**src/rtl/bus_arbiter_rr_pkg.sv**
```systemverilog
// Shared types and constants for the multi-bus packet arbiter.
// Lane states, destination ID width and arbitration mode selectors.
package bus_arb_pkg;

  typedef enum logic [1:0] {
    IDLE = 2'd0,
    POP  = 2'd1,
    PUSH = 2'd2
  } lane_state_t;

  localparam int ID_W       = 8;
  localparam int MODE_FIXED = 0;
  localparam int MODE_RR    = 1;

endpackage

```
**src/rtl/bus_arbiter_rr_lane.sv**
```systemverilog
// One bus lane: arbitrates between device FIFOs, pops the winner's head packet,
// then pushes it to the decoded destination(s) or counts it as dropped.
module bus_arb_lane
  import bus_arb_pkg::*;
#(
  parameter int              drvrs     = 4,
  parameter int              pckg_sz   = 16,
  parameter logic [ID_W-1:0] broadcast = 8'hFF,
  parameter int              MODE      = MODE_RR
) (
  input  logic                             clk,
  input  logic                             reset,
  input  logic [drvrs-1:0]                 pndng,
  input  logic [drvrs-1:0][pckg_sz-1:0]    D_pop,
  output logic [drvrs-1:0]                 pop,
  output logic [drvrs-1:0]                 push,
  output logic [drvrs-1:0][pckg_sz-1:0]    D_push,
  output logic [ID_W-1:0]                  drop_cnt
);

  localparam int              SRC_W = $clog2(drvrs);
  localparam logic [SRC_W-1:0] LAST = SRC_W'(drvrs - 1);

  lane_state_t                   state_q, state_d;
  logic [SRC_W-1:0]              src_q, src_d;
  logic [SRC_W-1:0]              ptr_q, ptr_d;
  logic [pckg_sz-1:0]            pkt_q, pkt_d;
  logic [drvrs-1:0]              pop_q, pop_d;
  logic [drvrs-1:0]              push_q, push_d;
  logic [drvrs-1:0][pckg_sz-1:0] d_push_q, d_push_d;
  logic [ID_W-1:0]               drop_q, drop_d;

  logic [SRC_W-1:0]              base_s;
  logic [SRC_W-1:0]              grant_s;
  logic                          found_s;
  logic [ID_W-1:0]               dest_s;

  // Arbiter: first pending device at or after base, wrapping to the lowest index.
  always_comb begin
    base_s  = (MODE == MODE_RR) ? ptr_q : {SRC_W{1'b0}};
    grant_s = {SRC_W{1'b0}};
    found_s = 1'b0;
    for (int i = 0; i < drvrs; i++) begin
      if (!found_s && pndng[i] && (i >= int'(base_s))) begin
        grant_s = SRC_W'(i);
        found_s = 1'b1;
      end else begin
        found_s = found_s;
      end
    end
    for (int i = 0; i < drvrs; i++) begin
      if (!found_s && pndng[i]) begin
        grant_s = SRC_W'(i);
        found_s = 1'b1;
      end else begin
        found_s = found_s;
      end
    end
  end

  // Lane FSM: next state, pointer, packet capture, strobes and drop counting.
  always_comb begin
    state_d  = state_q;
    src_d    = src_q;
    ptr_d    = ptr_q;
    pkt_d    = pkt_q;
    pop_d    = {drvrs{1'b0}};
    push_d   = {drvrs{1'b0}};
    d_push_d = d_push_q;
    drop_d   = drop_q;
    dest_s   = pkt_q[pckg_sz-1 -: ID_W];
    case (state_q)
      IDLE: begin
        if (|pndng) begin
          state_d = POP;
          src_d   = grant_s;
          for (int d = 0; d < drvrs; d++) begin
            pop_d[d] = (SRC_W'(d) == grant_s);
          end
          if (MODE == MODE_RR) begin
            ptr_d = (grant_s == LAST) ? {SRC_W{1'b0}} : grant_s + 1'b1;
          end else begin
            ptr_d = ptr_q;
          end
        end else begin
          state_d = IDLE;
        end
      end
      POP: begin
        // The pushed data comes from the same value being latched this edge.
        state_d = PUSH;
        pkt_d   = D_pop[src_q];
        dest_s  = pkt_d[pckg_sz-1 -: ID_W];
        if (int'(dest_s) < drvrs) begin
          for (int d = 0; d < drvrs; d++) begin
            push_d[d]   = (d == int'(dest_s));
            d_push_d[d] = push_d[d] ? pkt_d : d_push_q[d];
          end
        end else if (dest_s == broadcast) begin
          for (int d = 0; d < drvrs; d++) begin
            push_d[d]   = (SRC_W'(d) != src_q);
            d_push_d[d] = push_d[d] ? pkt_d : d_push_q[d];
          end
        end else begin
          drop_d = (drop_q == 8'hFF) ? drop_q : drop_q + 8'd1;
        end
      end
      PUSH: begin
        state_d = IDLE;
      end
      default: begin
        state_d = IDLE;
      end
    endcase
  end

  // Lane state and registered outputs.
  always_ff @(posedge clk or negedge reset) begin
    if (!reset) begin
      state_q  <= IDLE;
      src_q    <= {SRC_W{1'b0}};
      ptr_q    <= {SRC_W{1'b0}};
      pkt_q    <= {pckg_sz{1'b0}};
      pop_q    <= {drvrs{1'b0}};
      push_q   <= {drvrs{1'b0}};
      d_push_q <= {(drvrs*pckg_sz){1'b0}};
      drop_q   <= 8'd0;
    end else begin
      state_q  <= state_d;
      src_q    <= src_d;
      ptr_q    <= ptr_d;
      pkt_q    <= pkt_d;
      pop_q    <= pop_d;
      push_q   <= push_d;
      d_push_q <= d_push_d;
      drop_q   <= drop_d;
    end
  end

  assign pop      = pop_q;
  assign push     = push_q;
  assign D_push   = d_push_q;
  assign drop_cnt = drop_q;

endmodule

```
**src/rtl/bus_arbiter_rr.sv**
```systemverilog
// Multi-bus packet arbiter top: one independent lane per bus, wiring only.
module bus_arbiter_rr
  import bus_arb_pkg::*;
#(
  parameter int              bits      = 1,
  parameter int              drvrs     = 4,
  parameter int              pckg_sz   = 16,
  parameter logic [ID_W-1:0] broadcast = 8'hFF,
  parameter int              MODE      = MODE_RR
) (
  input  logic                                      clk,
  input  logic                                      reset,
  input  logic [bits-1:0][drvrs-1:0]                pndng,
  input  logic [bits-1:0][drvrs-1:0][pckg_sz-1:0]   D_pop,
  output logic [bits-1:0][drvrs-1:0]                pop,
  output logic [bits-1:0][drvrs-1:0]                push,
  output logic [bits-1:0][drvrs-1:0][pckg_sz-1:0]   D_push,
  output logic [bits-1:0][ID_W-1:0]                 drop_cnt
);

  for (genvar b = 0; b < bits; b++) begin : g_lane
    bus_arb_lane #(
      .drvrs    (drvrs),
      .pckg_sz  (pckg_sz),
      .broadcast(broadcast),
      .MODE     (MODE)
    ) u_lane (
      .clk     (clk),
      .reset   (reset),
      .pndng   (pndng[b]),
      .D_pop   (D_pop[b]),
      .pop     (pop[b]),
      .push    (push[b]),
      .D_push  (D_push[b]),
      .drop_cnt(drop_cnt[b])
    );
  end

endmodule

```
**config.mk**
```make
export PLATFORM = sky130hd
export DESIGN_NAME = bus_arbiter_rr
export DESIGN_NICKNAME = d
export VERILOG_FILES = /design/src/rtl/bus_arbiter_rr_pkg.sv /design/src/rtl/bus_arbiter_rr_lane.sv /design/src/rtl/bus_arbiter_rr.sv
export SDC_FILE = /design/constraint.sdc
export NUM_CORES = 1
export LEC_CHECK = 0
export ABC_AREA = 1
export CORE_MARGIN = 4
export CORE_UTILIZATION = 46
export CTS_CLUSTER_DIAMETER = 200
export CTS_CLUSTER_SIZE = 8
export DETAILED_ROUTE_END_ITERATION = 8
export GPL_TIMING_DRIVEN = 1
export PLACE_DENSITY_LB_ADDON = 0.08
export SKIP_CTS_REPAIR_TIMING = 1
export SYNTH_ARGS = -nofsm -noshare
export SYNTH_HDL_FRONTEND = slang
export SYNTH_SLANG_ARGS = --single-unit
```
**constraint.sdc**
```tcl
create_clock -name clk -period 2.96 [get_ports clk]
set_clock_uncertainty 0.2 [all_clocks]
set_input_delay 0.888 -clock clk [delete_from_list [all_inputs] [get_ports clk]]
set_output_delay 0.888 -clock clk [all_outputs]
set_load 0.03 [all_outputs]
```
==> impl_summary.txt <==
----------------------------------------------------
[Outcome]
  Result of the run ... completed

[Synth]
  Syn Nets ... 616
  Fraction of registers with async set/reset ... 1.000
  Synth cell count leaders ... sky130_fd_sc_hd__nand2_1, sky130_fd_sc_hd__dfrtp_1, sky130_fd_sc_hd__nand3_1
  Dominant cells by area after synthesis ... sky130_fd_sc_hd__dfrtp_1, sky130_fd_sc_hd__nand2_1, sky130_fd_sc_hd__nand3_1
  Sequential share of the synthesized area ... 0.4978
  Mapped Avg Cell Area ... 7.961 sq um
  Area share of and/or/nand/nor cells after synthesis ... 0.3823
  Compound-cell area share of the yosys netlist ... 0.03560
  Library cell occupying the most area in the post-synthesis netlist ... sky130_fd_sc_hd__dfrtp_1
  Cell count after synthesis ... 543
  Top flip-flop cell by instance count after synthesis ... sky130_fd_sc_hd__dfrtp_1
  Total number of yosys warnings ... 0
  Number of synthesized flops with an enable pin ... 0
  Share of the synthesized area in the top cell type ... 0.4978
  Main combinational cell family by area after synthesis ... simple AND/OR/NAND/NOR gates
  Most used standard cell by instance count after synthesis ... sky130_fd_sc_hd__nand2_1
  Post-synthesis xor/xnor area fraction ... 0.01216
  Area share of fa/ha/maj cells after synthesis ... 0.008683
  Post-Syn Area ... 0.004323 sq mm
  Count of state elements after synthesis ... 86
  Number of distinct library cells after synthesis ... 31
  Mux cell area share after synthesis ... 0

[Layout]
  NumNets Final ... 773
  Final-layout fill cell count ... 797
  Synth-to-Final Area Change ... 41.65%
  ANT cells ... 0
  Fraction of layout instances using a drive strength above 1 ... 0.08369
  Post-route non-filler standard cell count ... 816

[Detailed routing]
  First-iteration detailed-routing DRC count ... 237
  Count of unresolved DRC violations after routing ... 0
  Count of TritonRoute iterations in the first routing pass ... 4
  Detailed-route wire length per cell ... 14.89 um
  Aggregate routed wire length ... 12.15 mm
  Via Count ... 4135
  Final ANT Viol Nets ... 0
  Avg Vias per Cell ... 5.067

[STA]
  Slew Viols, Final ... 0
  Setup violation total in the final timing report ... 0
  Tmin final ... 2.647 ns
  Slew @ Worst Pin ... 0.8353 ns
  Max-Slew Margin vs Limit ... 0.4411
  Period utilization ... 0.8941
  F_max ... 377.8 MHz
  Aggregate negative setup slack ... 0 ns
  Hold Vio Cnt, Final ... 0
  RSZ-0062 raised after global routing ... false

[Worst setup path]
  Slowest cell delay on critical path ... 0.72 ns
  Nature of the critical path startpoint ... register
  Sum of buffers and inverters on the critical path ... 1
  WS Path Type ... reg -> out
  Largest driver fanout on the critical path ... 6
  Type of destination of the critical path ... output pin
  Critical path, cell by cell ... clkdlybuf4s50_1
  Arrival time worst endpoint ... 1.56 ns
  Data required time at the worst endpoint ... 1.87 ns
  Critical path's slowest cell ... sky130_fd_sc_hd__clkdlybuf4s50_1
  Kind of cell with the highest combined delay on the critical path ... buffers and inverters

[Floorplan]
  Floorplan core area ... 0.009196 sq mm
  Chip Width ... 104.9 um
  I/O Pins ... 150
  Number of rows created at floorplan ... 35
  Die H ... 104.9 um
  Starting utilization of the core area ... 0.4701
  Die Area ... 0.01101 sq mm

[GRT]
  Number of antenna violations at the first check in global routing ... 0
  Global route total overflow ... 0
  Global-route total usage across every layer ... 0.2271
  Largest net degree at the start of global routing ... 54
  Via count of the first global-routing pass ... 4034
  First-pass GRT wire length ... 20.19 mm

[Clock tree]
  H-tree Lvls ... 3
  Buffers from clock root to sink, at most ... 2
  Clock latency at the later pin of the worst-skew pair ... 0.36 ns
  Clock transition time at the flip-flop clock pins of the worst setup and hold paths ... 0.10 ns
  Number of clock sinks ... 86
  TritonCTS clock tree ... built
  Inserted Clock Buffers ... 9
  Root buffer selected by CTS ... sky130_fd_sc_hd__clkbuf_8

[Placed design]
  HPWL after detailed placement ... 9.138 mm
  Count of port buffers added during placement ... 149
  Total instance count after detailed placement ... 800
  Routability congestion estimate from global placement ... 0.8228

[Power and ir drop]
  Post-layout total power ... 6148 uW
  Power density of the placed cells ... 1004 mW/mm^2
  Leakage dissipation ... 0.003131 uW
  Maximum VDD drop ... 0.5383 mV

[Hold path]
  Hold Crit Class ... reg -> reg

[Job]
  MaxCap Viol Count ... 0

----------------------------------------------------
## sequential cells by signal, indices dropped and copies added, names as in the netlist
signal                  cells
g_lane.u_lane.D_push       64
g_lane.u_lane.drop_cnt      8
g_lane.u_lane.pop           4
g_lane.u_lane.push          4
g_lane.u_lane.base_s        2
g_lane.u_lane.src_q         2
g_lane.u_lane.state_q       2
## power by group
group | switching [uW] | internal (uW) | total, uW
sequential | 257 | 1570 | 1820
clock | 443 | 313 | 756
combinational | 2280 | 1290 | 3570
## cell families after synthesis
family	Yosys count
AND/OR/NAND/NOR	374
flip-flops	86
buffers and inverters	51
AO/OA/AOI/OAI	23
XOR/XNOR	6
adder cells (fa/ha/maj)	3
## per-stage QoR
stage	hold slack [ns]	instance area (sq um)	worst slack [ns]	util
after floorplan	0.2856	4323	0.5867	-
after global placement	0.2495	5949	0.02796	0.6469
after detailed placement	0.2496	5949	-0.02958	0.6469
after CTS	0.2719	6123	0.3162	0.6659
after global routing	0.2888	6123	0.1517	0.6659
final	0.2716	6123	0.3134	0.6659
## final cells by class
class	count	area, sq um	share of cell area
clock buffer	10	127.6	0.02084
tap	111	138.9	0.02268
timing repair buffer	167	1649	0.2693
sequential	86	2152	0.3515
inverter	30	112.6	0.01839
multi-input combinational	406	1897	0.3098
clock inverter	6	46.29	0.007560
## worst paths after layout
path                                                     startpoint                                 endpoint  slack (ns)  cells past startpoint
setup / recovery           g_lane[0].u_lane.drop_cnt[2]$_DFFE_PN0P_                              drop_cnt[2]        0.31                      1
max in group asynchronous                                     reset  g_lane[0].u_lane.D_push[35]$_DFFE_PN0P_        1.65                      2
hold / removal              g_lane[0].u_lane.D_push[24]$_DFFE_PN0P_  g_lane[0].u_lane.D_push[24]$_DFFE_PN0P_        0.27                      2
hold reg to reg             g_lane[0].u_lane.D_push[24]$_DFFE_PN0P_  g_lane[0].u_lane.D_push[24]$_DFFE_PN0P_        0.27                      2
setup reg to reg              g_lane[0].u_lane.src_q[0]$_DFFE_PN0P_  g_lane[0].u_lane.D_push[26]$_DFFE_PN0P_        0.50                     12
min in group asynchronous                                     reset  g_lane[0].u_lane.D_push[12]$_DFFE_PN0P_        0.28                      1
## metal layers
metal	up-vias	global-route usage	wire (um)
met3	22	0.05868	760
met4	0	0.07123	278
li1	2050	-	-
met2	140	0.3726	5877
met5	-	0	0
met1	1923	0.2949	5234
## cells in the final DEF, fill, tap and decap left out, drive strengths merged
cell type,synthesis,routed
nand3b,1,1
xnor2,4,4
a22oi,8,8
a211oi,1,1
inv,29,31
clkbuf,2,10
nor4,1,1
o21ai,7,7
xor2,2,2
ha,3,3
dfrtp,86,86
clkinvlp,0,1
nor2,24,24
nand2,258,258
buf,19,19
a21oi,4,4
a31oi,2,2
nor3,1,1
clkdlybuf4s50,0,148
nand3,79,79
clkinv,1,4
nand4,10,10
o21a,1,1
No activity file was read; power rests on OpenSTA's default activity.
==> variant (same flow settings) <==
`pckg_sz` is set to 16 in 2 places; all go to 32.
--- a/src/rtl/bus_arbiter_rr_lane.sv
+++ b/src/rtl/bus_arbiter_rr_lane.sv
@@ -4,7 +4,7 @@
   import bus_arb_pkg::*;
 #(
   parameter int              drvrs     = 4,
-  parameter int              pckg_sz   = 16,
+  parameter int              pckg_sz   = 32,
   parameter logic [ID_W-1:0] broadcast = 8'hFF,
   parameter int              MODE      = MODE_RR
 ) (
--- a/src/rtl/bus_arbiter_rr.sv
+++ b/src/rtl/bus_arbiter_rr.sv
@@ -4,7 +4,7 @@
 #(
   parameter int              bits      = 1,
   parameter int              drvrs     = 4,
-  parameter int              pckg_sz   = 16,
+  parameter int              pckg_sz   = 32,
   parameter logic [ID_W-1:0] broadcast = 8'hFF,
   parameter int              MODE      = MODE_RR
 ) (
Interface: changed (resized D_pop and D_push); port bits go from 150 to 278. No check against the original RTL was run, so the function may have changed too.
==> variant against the original RTL <==
  * Sequential cell count grew 64
  * Count of clock-buffer cells in the layout grew 9
  * Combinational power up 79%
  * Routed wire length up 97%
  * Largest cell class unchanged
  * First-iteration DRC count is 140% higher
  * Worst setup slack worse by 0.014 ns
  * Clock power rose to 3.0 times the old value
  * Synthesized area up 61%
  * Cell area rose by 76%
  * Power grew 93%
==> variant: results (changes against the original RTL) <==
Run status
  • Outcome: complete, no violations

Global routing
  • Vias in the first global route: 6,834 (+69%)
  • First-pass GRT wire length: 36.3 mm (+80%)
  • Largest net degree at the start of global routing: 58 (+7.4%)

Placement
  • RePlAce Congestion: 0.889 (+8.1%)
  • DP Area: 0.0102 sq mm (+71%)
  • I/O Buffers: 277 (+86%)

CTS
  • Worst-Skew Late Latency: 0.42 ns (+0.06 ns)
  • Total CTS buffers: 17 (+8)
  • CTS HTree Levels: 4 (+1)

Logic synthesis
  • Yosys cell types: 27 (-13%)
  • Top cells by count, synth: 406 x nand2_1, 150 x dfrtp_1, 139 x nand3_1, 38 x a22oi_1, 31 x inv_1
  • Register area share after synthesis: 54.0% (+4.2 points)
  • Ranking of synthesized cells by area: dfrtp_1 54%, nand2_1 22%, nand3_1 10%
  • Syn nets: 1,007 (+63%)

Cells and area
  • Number of flip-flops in the largest register: 128 (+100%)
  • # fillers: 1,164 (+46%)
  • Final nets: 1,297 (+68%)
  • Layout cell share with drive strength beyond 1: 7.18% (-1.2 points)

STA
  • Max_slew headroom: 58.0% (+14 points)

Critical path
  • Crit-path max FO: 29 (+23)
  • Max incr delay on CP: 0.48 ns (-0.24 ns)

Drt
  • Initial DRC Count: 572 (+140%)
  • Drt pass-1 iters: 7 (+3)

Min path
  • Hold Crit Class: in -> async
==> variant: power by group <==
part,switching [mW],total (mW),internal [mW],leakage (nW)
combinational,4.12,6.39,2.27,3.12
sequential,0.466,3.24,2.78,1.99
clock,0.827,2.24,1.41,0.294
total,5.41,11.9,6.46,5.41
==> variant: path summary, 6_finish.rpt <==
| kind | start | end | slack [ns] |
|---|---|---|---|
| min in group clk | g_lane[0].u_lane.D_push[121] | g_lane[0].u_lane.D_push[121] | 0.26 |
| min | reset | g_lane[0].u_lane.drop_cnt[2] | 0.23 |
| min reg2reg | g_lane[0].u_lane.D_push[121] | g_lane[0].u_lane.D_push[121] | 0.26 |
| max | D_pop[122] | g_lane[0].u_lane.D_push[88] | 0.30 |
| max reg2reg | g_lane[0].u_lane.src_q[1] | g_lane[0].u_lane.D_push[4] | 0.44 |
| max in group asynchronous | reset | g_lane[0].u_lane.pop[3] | 1.68 |
==> variant: kinds of logic after synthesis <==
kind of cell	after synthesis	synth area share [%]
compound gates	52	5.31
buf+inv	82	5.35
flops	150	54.0
xor+xnor	6	0.756
simple gates	577	34.0
fa+ha+maj	3	0.540
==> variant: layout make-up <==
type                       count  area share [%]
clock buffer                  19            4.11
multi-input combinational    638            26.5
sequential                   150            34.9
timing repair buffer         319            29.7
tap                          184            2.14
clock inverter                10            1.45
inverter                      34            1.19
==> variant: through the flow <==
step,std cells,setup WS [ns]
after CTS,1354,0.286
final,1354,0.299
after detailed placement,1325,-0.0812
after global placement,1325,-0.0420
after global routing,1354,0.168
after floorplan,870,0.523
==> variant: per-layer routing <==
metal  up-vias  track usage, %  wire (microns)
met5         -               0               0
met2       298            45.3           11600
met1      3365            35.3            9680
li1       3384               -               -
met4         0            9.74             652
met3        48            7.93            2030
